File: config.mk
export PLATFORM = sky130hd
export DESIGN_NAME = string_echo_responder_flat
export DESIGN_NICKNAME = d
export VERILOG_FILES = /design/src/rtl/string_echo_responder_if.sv /design/src/rtl/string_echo_responder.sv /design/src/flat_wrapper.sv
export SDC_FILE = /design/constraint.sdc
export NUM_CORES = 1
export LEC_CHECK = 0
export ABC_AREA = 1
export CORE_AREA = 5 5 132 134
export CTS_CLUSTER_DIAMETER = 80
export DETAILED_ROUTE_END_ITERATION = 12
export DIE_AREA = 0 0 137 139
export MAX_ROUTING_LAYER = met4
export PLACE_DENSITY = 0.83
export SETUP_SLACK_MARGIN = 0.5
export SLEW_MARGIN = 10
export SYNTH_ARGS = -nofsm -noshare
export SYNTH_HDL_FRONTEND = slang
export SYNTH_SLANG_ARGS = --single-unit
File: constraint.sdc
create_clock -name clk -period 5.2 [get_ports clk]
set_input_delay 0.78 -clock clk [delete_from_list [all_inputs] [get_ports clk]]
set_output_delay 0.78 -clock clk [all_outputs]
set_load 0.01 [all_outputs]
File: src/rtl/string_echo_responder_if.sv
// Byte-stream bundle for string_echo_responder.
// Carries the input byte stream (in_*), the echo stream (out_*) and the
// per-frame status outputs (frame_*).
//   master : stimulus side. Drives in_valid/in_data/in_last and out_ready.
//   slave  : responder side. Drives in_ready, out_* and frame_*.
interface string_echo_responder_if #(
    parameter int unsigned LEN_W = 16
) ();
    logic             in_valid;
    logic             in_ready;
    logic [7:0]       in_data;
    logic             in_last;
    logic             out_valid;
    logic             out_ready;
    logic [7:0]       out_data;
    logic             out_last;
    logic             frame_done;
    logic [LEN_W-1:0] frame_len;
    logic [7:0]       frame_sum;
    logic             frame_trunc;

    modport master (
        output in_valid, in_data, in_last, out_ready,
        input  in_ready, out_valid, out_data, out_last,
        input  frame_done, frame_len, frame_sum, frame_trunc
    );

    modport slave (
        input  in_valid, in_data, in_last, out_ready,
        output in_ready, out_valid, out_data, out_last,
        output frame_done, frame_len, frame_sum, frame_trunc
    );
endinterface

File: src/rtl/string_echo_responder.sv
// Store-and-forward byte-frame echo responder.
// Accepts a whole frame on the input stream, storing up to DEPTH bytes, then
// echoes the stored bytes on the output stream and reports the frame's full
// accepted length, byte sum (mod 256) and whether it overflowed the buffer.
// Ports:
//   clk    : clock, rising edge
//   rst_n  : asynchronous active-low reset
//   bus    : slave side of string_echo_responder_if (in_*, out_*, frame_*)
module string_echo_responder #(
    parameter int unsigned DEPTH = 16,
    parameter int unsigned LEN_W = 16
) (
    input logic                    clk,
    input logic                    rst_n,
    string_echo_responder_if.slave bus
);
    localparam int unsigned PTR_W = $clog2(DEPTH);
    localparam int unsigned CNT_W = PTR_W + 1;

    localparam logic [0:0] StRecv = 1'b0;
    localparam logic [0:0] StSend = 1'b1;

    logic [0:0]       state_q;
    logic [CNT_W-1:0] wr_cnt_q;  // bytes stored this frame, caps at DEPTH
    logic [CNT_W-1:0] rd_cnt_q;  // bytes echoed this frame
    logic [LEN_W-1:0] len_q;
    logic [7:0]       sum_q;
    logic             ovf_q;
    logic             frame_done_q;
    logic [LEN_W-1:0] frame_len_q;
    logic [7:0]       frame_sum_q;
    logic             frame_trunc_q;
    logic [7:0]       mem [DEPTH];

    logic in_fire;
    logic out_fire;
    logic send_last;
    logic store_en;

    assign bus.in_ready  = (state_q == StRecv);
    assign bus.out_valid = (state_q == StSend);
    // wr_cnt_q is at least 1 whenever SEND is entered, so no underflow here.
    assign send_last     = (rd_cnt_q == wr_cnt_q - CNT_W'(1));
    assign bus.out_last  = (state_q == StSend) && send_last;
    assign bus.out_data  = (state_q == StSend) ? mem[rd_cnt_q[PTR_W-1:0]] : 8'h00;

    assign bus.frame_done  = frame_done_q;
    assign bus.frame_len   = frame_len_q;
    assign bus.frame_sum   = frame_sum_q;
    assign bus.frame_trunc = frame_trunc_q;

    assign in_fire  = bus.in_valid && bus.in_ready;
    assign out_fire = bus.out_valid && bus.out_ready;
    assign store_en = in_fire && (wr_cnt_q < CNT_W'(DEPTH));

    // Buffer has no reset; contents are only read for bytes written this frame.
    always_ff @(posedge clk) begin
        if (store_en) begin
            mem[wr_cnt_q[PTR_W-1:0]] <= bus.in_data;
        end
    end

    always_ff @(posedge clk or negedge rst_n) begin
        if (!rst_n) begin
            state_q       <= StRecv;
            wr_cnt_q      <= '0;
            rd_cnt_q      <= '0;
            len_q         <= '0;
            sum_q         <= '0;
            ovf_q         <= 1'b0;
            frame_done_q  <= 1'b0;
            frame_len_q   <= '0;
            frame_sum_q   <= '0;
            frame_trunc_q <= 1'b0;
        end else begin
            frame_done_q <= 1'b0;
            case (state_q)
                StRecv: begin
                    if (in_fire) begin
                        if (len_q != {LEN_W{1'b1}}) begin
                            len_q <= len_q + LEN_W'(1);
                        end
                        sum_q <= sum_q + bus.in_data;
                        if (store_en) begin
                            wr_cnt_q <= wr_cnt_q + CNT_W'(1);
                        end else begin
                            ovf_q <= 1'b1;
                        end
                        if (bus.in_last) begin
                            state_q <= StSend;
                        end
                    end
                end
                StSend: begin
                    if (out_fire) begin
                        rd_cnt_q <= rd_cnt_q + CNT_W'(1);
                        if (send_last) begin
                            frame_done_q  <= 1'b1;
                            frame_len_q   <= len_q;
                            frame_sum_q   <= sum_q;
                            frame_trunc_q <= ovf_q;
                            wr_cnt_q      <= '0;
                            rd_cnt_q      <= '0;
                            len_q         <= '0;
                            sum_q         <= '0;
                            ovf_q         <= 1'b0;
                            state_q       <= StRecv;
                        end
                    end
                end
                default: state_q <= StRecv;
            endcase
        end
    end
endmodule

File: src/flat_wrapper.sv
// flat-port wrapper written by rule: the top's interface ports become plain ports
module string_echo_responder_flat 
#(
    parameter int unsigned DEPTH = 16,
    parameter int unsigned LEN_W = 16
)
  (clk, rst_n, bus_in_valid, bus_in_data, bus_in_last, bus_out_ready, bus_in_ready, bus_out_valid, bus_out_data, bus_out_last, bus_frame_done, bus_frame_len, bus_frame_sum, bus_frame_trunc);
  string_echo_responder_if #(.LEN_W(LEN_W)) bus_i ();
  input logic clk;
  input logic rst_n;
  input wire logic [$bits(bus_i.in_valid)-1:0] bus_in_valid;
  input wire logic [$bits(bus_i.in_data)-1:0] bus_in_data;
  input wire logic [$bits(bus_i.in_last)-1:0] bus_in_last;
  input wire logic [$bits(bus_i.out_ready)-1:0] bus_out_ready;
  output wire logic [$bits(bus_i.in_ready)-1:0] bus_in_ready;
  output wire logic [$bits(bus_i.out_valid)-1:0] bus_out_valid;
  output wire logic [$bits(bus_i.out_data)-1:0] bus_out_data;
  output wire logic [$bits(bus_i.out_last)-1:0] bus_out_last;
  output wire logic [$bits(bus_i.frame_done)-1:0] bus_frame_done;
  output wire logic [$bits(bus_i.frame_len)-1:0] bus_frame_len;
  output wire logic [$bits(bus_i.frame_sum)-1:0] bus_frame_sum;
  output wire logic [$bits(bus_i.frame_trunc)-1:0] bus_frame_trunc;
  assign bus_i.in_valid = bus_in_valid;
  assign bus_i.in_data = bus_in_data;
  assign bus_i.in_last = bus_in_last;
  assign bus_i.out_ready = bus_out_ready;
  assign bus_in_ready = bus_i.in_ready;
  assign bus_out_valid = bus_i.out_valid;
  assign bus_out_data = bus_i.out_data;
  assign bus_out_last = bus_i.out_last;
  assign bus_frame_done = bus_i.frame_done;
  assign bus_frame_len = bus_i.frame_len;
  assign bus_frame_sum = bus_i.frame_sum;
  assign bus_frame_trunc = bus_i.frame_trunc;
  string_echo_responder #(.DEPTH(DEPTH), .LEN_W(LEN_W)) u_core (.clk(clk), .rst_n(rst_n), .bus(bus_i));
endmodule
==> impl_results.md, run 1 <==
* # IOs at 50
* Core ar. at between 15,000 and 20,000 sq um
* Seq/Total Area, Yosys at 62.7%
* Clk sinks at 190
* Die X at 137 um
* Gr usage total at a little over a fifth
* Fmax at about 240 MHz
* Unique masters post-synth at 31
* Post-CTS sizing at 0
* Seq pwr share at between 30% and 40%
* DP HPWL at 12.3 mm
* Status: finished clean
* Netlist Area Pre-Place at 8600 sq um
* Root buffer cell: clkbuf_16
* CTS Hold Bufs at 0
* Clock transition at path regs at roughly 0.070 ns
* Leak at 4.00 nW
* Maxcap violations at 0
* Worst setup SP type: flip-flop
* Post-synthesis average cell area at 9.55 sq um
* Critical Path End Type: output port
* RSZ-0062 raised after global routing: no
* Initial Utilization at a little over half
* DRT iter0 DRCs at 624
* Bufs on Longest Clock Path at 2
* Clk pwr share at between 20% and 30%
* P&R area growth vs syn at 13.8%
* Most frequent cells in the layout: nand2_1, nor2_1, edfxtp_1, o21ai_0, nand3_1
* Largest net degree at the start of global routing at 67
* Clock latency at the later pin of the worst-skew pair at around 0.43 ns
* DRC viols at 0
* CTS tree: yes
* Die area at between 15,000 and 20,000 sq um
* CP arrival at approximately 3.3 ns
* Post-CTS Setup Inserts at 0
* Non-filler cells, final at roughly 1.2k
* EDFF count, synth at about 130
* Vias in the first global route at 6,267
* Worst Tran Pin Value at ~1 ns
* Most common cell after layout, fill and taps aside: nand2_1
* Wire length per cell at approximately 17 um
* Global-route wire length before repair at 31.7 mm
* Comb pwr share at approximately 34%
* Routed vias at ~6.4k
* Synth Instances at 901
* Pre-Repair DR Iteration Count at 6
* Fin crit period at just over 4 ns
* Synth Flop Type: edfxtp_1
* Yosys reg bits at 190
* Worst VDD drop at roughly 0.36 mV
* Share of cells above drive strength 1 at under 10%
* Final ANT Viol Nets at 0
* Final setup vio count at 0
* Diode count at 0
* Worst Path Max Fanout at 28
* Synth warnings at 0
* H-Tree Depth at 4
* GRT Residual Overflow at 0
* Routed wire length at slightly below 20 mm
* P_sw at 1.80 mW
* Final Max Slew Viols at 0
* Slew headroom at 34.2%
* HP Class: in2async
* Placement row count at 47
* Power Dens Cells at about 500 nW/um^2
* Crit Path Category: reg2out
* Final GP Congestion at 0.901
* Sw Share at between 30% and 40%
* Number of cells after detailed placement at 1,139
* Vias per cell at 5.51
* Die height at approximately 140 um
* Final TNS setup at 0 ns
* FFs w/ async S/R, synth at around a third
* IO buf count at roughly 50
* Internal Power at 3.09 mW
* Layout Skew at just over 0.006 ns
* Critical Path RT at between 4 and 5 ns
* CTS buffer count at 17
* Final Hold Fails at 0
* Nets at about 970
* Initial antenna violation count at 0
* Post-Syn Nets at around 930
* Period utilisation layout at around 80%
-- power groups by stage --
stage	registers, mW	logic, mW	clock network, mW
CTS	1.91	1.67	1.30
finish	1.91	1.68	1.30
floorplan	1.88	1.15	0
detailed placement	1.95	1.65	0
global placement	1.94	1.61	0
global route	1.94	1.89	1.37
-- worst max-delay path: stages, from the launching register on --
cell and delay (ns):
dfrtp_1 0.99, inv_2 0.44, nor2_1 0.22, o21ai_0 0.14, nand2_1 0.10, nand2_1 0.06
nand2_1 0.07, inv_1 0.04, a21oi_1 0.24, clkdlybuf4s50_1 0.60
-- state kept, by name, indices dropped and copies added, names as in the netlist --
| register | count |
|---|---|
| u_core.mem | 128 |
| u_core.bus.frame_len | 16 |
| u_core.len_q | 16 |
| u_core.bus.frame_sum | 8 |
| u_core.sum_q | 8 |
| u_core.rd_cnt_q | 5 |
| u_core.wr_cnt_q | 5 |
| u_core.bus.frame_done | 1 |
| u_core.bus.frame_trunc | 1 |
| u_core.bus.out_valid | 1 |
| u_core.ovf_q | 1 |
-- layout make-up --
cell class                      count  area (sq um)
Timing Repair Buffer               55           531
Sequential cell                   190          5400
Tap cell                          220           275
Clock inverter                     15           160
Multi-Input combinational cell    621          2800
Fill cell                        1301          6380
Clock buffer                       17           425
Inverter                           53           199
-- routing by layer --
layer / global-route usage, % / routed length (um) / up-vias
li1: - / - / 3057
met1: 28.9 / 8170 / 3058
met2: 34.4 / 9620 / 296
met3: 4.64 / 1400 / 38
met4: 5.20 / 279 / 0
met5: - / 0 / -
-- through the flow --
step	hold slack (ns)	util, %	power [mW]	area (sq um)	worst slack (ns)
global route	0.313	60.5	5.20	9790	0.793
floorplan	0.467	-	3.04	8600	2.97
CTS	0.295	60.5	4.89	9790	1.09
detailed placement	0.468	56.9	3.60	9200	1.58
global placement	0.465	56.9	3.55	9200	1.72
finish	0.286	60.5	4.89	9790	1.08
-- path summary, 6_finish.rpt --
check | from | to | slack, ns | cells after the start
worst max-delay path | u_core.rd_cnt_q[1]$_DFFE_PN0P_ | bus_out_data[4] | 1.08 | 9
worst min-delay path | rst_n | u_core.len_q[1]$_DFFE_PN0P_ | 0.29 | 1
worst max register to register | u_core.bus.out_valid$_DFF_PN0_ | u_core.mem[8][2]$_DFFE_PP_ | 1.77 | 5
worst min register to register | u_core.bus.frame_len[1]$_DFFE_PN0P_ | u_core.bus.frame_len[1]$_DFFE_PN0P_ | 0.49 | 2
max in group asynchronous | rst_n | u_core.rd_cnt_q[0]$_DFFE_PN0P_ | 3.98 | 2
min in group clk | u_core.bus.frame_len[1]$_DFFE_PN0P_ | u_core.bus.frame_len[1]$_DFFE_PN0P_ | 0.49 | 2
-- synth_stat cells, types with 2 or more instances --
library cell	instances	share of area (%)
dfrtp_1	62	18
ha_1	14	2.0
buf_6	6	0.79
o21bai_1	2	0.17
inv_2	4	0.17
inv_1	48	2.1
xor2_1	8	0.81
clkbuf_1	18	0.79
buf_2	9	0.52
nand2_2	2	0.15
a21oi_1	17	0.99
nand2_1	227	9.9
nand4_1	2	0.15
buf_4	3	0.26
o211ai_1	8	0.70
nor2_1	177	7.7
nand3_1	67	3.9
edfxtp_1	128	45
o21ai_0	83	4.8
nor3_1	5	0.29
-- cell families (layout without fill, tap and decap cells) --
logic type	count (synthesis)	in the layout	share of synthesized area, %
buffers and inverters	90	140	4.71
flip-flops	190	190	62.7
AO/OA/AOI/OAI	112	112	6.86
adder cells (fa/ha/maj)	15	15	2.27
AND/OR/NAND/NOR	485	485	22.5
XOR/XNOR	9	9	0.916
No activity file was read; power rests on OpenSTA's default activity.
==> run 2, diff against run 1 <==
--- a/config.mk
+++ b/config.mk
@@ -6,12 +6,12 @@
 export NUM_CORES = 1
 export LEC_CHECK = 0
 export ABC_AREA = 1
-export CORE_AREA = 5 5 132 134
+export CORE_AREA = 5 5 133 135
 export CTS_CLUSTER_DIAMETER = 80
 export DETAILED_ROUTE_END_ITERATION = 12
-export DIE_AREA = 0 0 137 139
+export DIE_AREA = 0 0 138 140
 export MAX_ROUTING_LAYER = met4
-export PLACE_DENSITY = 0.83
+export PLACE_DENSITY = 0.85
 export SETUP_SLACK_MARGIN = 0.5
 export SLEW_MARGIN = 10
 export SYNTH_ARGS = -nofsm -noshare
==> constraint.sdc (replaced) <==
create_clock -name clk -period 3.7 [get_ports clk]
set_input_delay 0.555 -clock clk [delete_from_list [all_inputs] [get_ports clk]]
set_output_delay 0.555 -clock clk [all_outputs]
set_load 0.01 [all_outputs]
==> run 2 against run 1 <==
  * Critical path type unchanged
  * Register-to-register slack got worse by 1.0 ns
  * Design area increased by 2.7%
  * Sequential share of layout area shrank 1.4 points
  * Combinational power grew 58%
  * Hold slack lost 0.052 ns
  * Sequential cell count unchanged
  * Clock-buffer cell count increased by 3
  * Global-route usage is 1.1 points higher
==> impl_results.md, run 2 (synthesis results as in run 1) <==
* Bufs on Longest Clock Path at 2
* Number of cells after detailed placement at 1,160
* IO buf count at approximately 50
* CP Launch Point: u_core.rd_cnt_q[0]$_DFFE_PN0P_
* Clock latency at the later pin of the worst-skew pair at roughly 0.43 ns
* Initial Utilization at approximately 53%
* DRT iter0 DRCs at between 700 and 800
* Power Dens Cells at around 700 nW/um^2
* Fillers at between 1k and 1.5k
* Final setup vio count at 0
* Root buffer cell: clkbuf_16
* P&R area growth vs syn at 16.9%
* Worst Path Max Fanout at 32
* Fmax at roughly 320 MHz
* Initial antenna violation count at 0
* Die height at around 140 um
* Wire length per cell at 17.7 um
* Fin crit period at between 3 and 4 ns
* Clk sinks at 190
* Worst setup path end: bus_out_data[0]
* Worst setup SP type: flip-flop
* Slew headroom at between 40% and 50%
* Leak at 4.16 nW
* Nets at roughly 990
* Vias per cell at between 5 and 6
* Gr usage total at between 20% and 30%
* Crit-path cells: inv_2 -> buf_12 -> o21ai_0 -> o211ai_1 -> nand3_1 -> a21oi_1 -> clkdlybuf4s50_1
* Vias in the first global route at 6,634
* DP HPWL at 13.2 mm
* H-Tree Depth at 4
* Layout Skew at between 0.009 and 0.01 ns
* Final TNS setup at 0 ns
* Routed wire length at between 20 and 25 mm
* CTS buffer count at 17
* Post-placement setup slack at 0.530 ns
* Maxcap violations at 0
* Slowest cell on crit path: clkdlybuf4s50_1
* Status: finished clean
* Final Hold Fails at 0
* Worst Tran Pin Value at 0.863 ns
* Placement row count at 47
* Pre-Repair DR Iteration Count at 5
* GRT Residual Overflow at 0
* Critical Path RT at 3.14 ns
* CP arrival at 2.58 ns
* Crit Path Category: reg2out
* Non-filler cells, final at 1,199
* Worst VDD drop at roughly 0.49 mV
* Max reg flops at 128
* Reg area at 5400 sq um
* CTS tree: yes
* Core ar. at roughly 16,000 sq um
* Routed vias at 6,626
* Global-route wire length before repair at 33.7 mm
* Diode count at 0
* # IOs at 50
* DRC viols at 0
* Final worst slack at ~0.57 ns
* Most common cell after layout, fill and taps aside: nand2_1
* Critical Path End Type: output port
* Largest net degree at the start of global routing at 65
* RSZ-0062 raised after global routing: yes
* Multi-input logic area at 2810 sq um
* HP Class: in2async
* Depth of the most critical reg-to-reg path at 5
* Final ANT Viol Nets at 0
* Reg2reg end: u_core.mem[14][7]$_DFFE_PP_
* Share of cells above drive strength 1 at 7.66%
* Die X at approximately 140 um
* Period utilisation layout at a little over four fifths
* Final Max Slew Viols at 0
* CTS Hold Bufs at 0
* Final GP Congestion at 0.944
* Die area at about 19,000 sq um
* Reg2reg setup slack at ~0.74 ns
* CP peak stage delay at 0.59 ns
* Most frequent cells in the layout: nand2_1, nor2_1, edfxtp_1, o21ai_0, nand3_1
* Critical R2R Launch: u_core.bus.out_valid$_DFF_PN0_
* Clock transition at path regs at 0.07 ns
## run 2: worst min path at each step
stage	start	end	slack, ns
floorplan	rst_n	u_core.bus.frame_done$_DFF_PN0_	0.26
global placement	u_core.bus.frame_len[9]$_DFFE_PN0P_	u_core.bus.frame_len[9]$_DFFE_PN0P_	0.46
detailed placement	u_core.bus.frame_sum[7]$_DFFE_PN0P_	u_core.bus.frame_sum[7]$_DFFE_PN0P_	0.46
CTS	rst_n	u_core.bus.frame_len[8]$_DFFE_PN0P_	0.26
global route	rst_n	u_core.bus.frame_len[8]$_DFFE_PN0P_	0.31
finish	rst_n	u_core.bus.frame_len[8]$_DFFE_PN0P_	0.23
## run 2: worst max-delay path: cells and delay by family, from the launching register on
| kind | cells | cell delay [ns] |
|---|---|---|
| flip-flops | 1 | 0.53 |
| buffers and inverters | 3 | 0.98 |
| AO/OA/AOI/OAI | 3 | 0.54 |
| AND/OR/NAND/NOR | 1 | 0.09 |
## run 2: through the flow
step / hold slack, ns / total power [mW] / instance area, sq um / util, %
after floorplan: 0.259 / 4.27 / 8600 / -
after CTS: 0.255 / 6.98 / 9980 / 61.1
after global placement: 0.462 / 5.03 / 9370 / 57.3
after detailed placement: 0.465 / 5.10 / 9370 / 57.3
final: 0.234 / 7.07 / 10100 / 61.5
after global routing: 0.307 / 7.49 / 10100 / 61.5
## run 2: repair_timing
action | in CTS | in global routing
setup buffers | 3 | 3
endpoints found under the setup margin | 9 | 14
pin swaps | 0 | 0
gates cloned | 0 | 1
gates resized for setup | 2 | 7
## run 2: metal layers
layer	track usage, %	share of wire (%)
met1	29.0	39
met2	36.7	48
met3	5.49	11
met4	7.02	1.9
met5	-	0
## run 2: power by group
| group | leakage, nW | internal [mW] | switching, mW |
|---|---|---|---|
| clock | 0.267 | 1.00 | 0.795 |
| sequential | 1.97 | 2.47 | 0.156 |
| combinational | 1.92 | 1.01 | 1.64 |
| total | 4.16 | 4.48 | 2.59 |
## run 2: area by class of cell
| class | count | share of cell area, % |
|---|---|---|
| well taps | 220 | 2.74 |
| multi-input cells | 621 | 27.9 |
| clock buffers | 20 | 4.34 |
| inverters | 53 | 1.98 |
| repair buffers | 83 | 7.96 |
| clock inverters | 12 | 1.33 |
| flip-flops and latches | 190 | 53.7 |
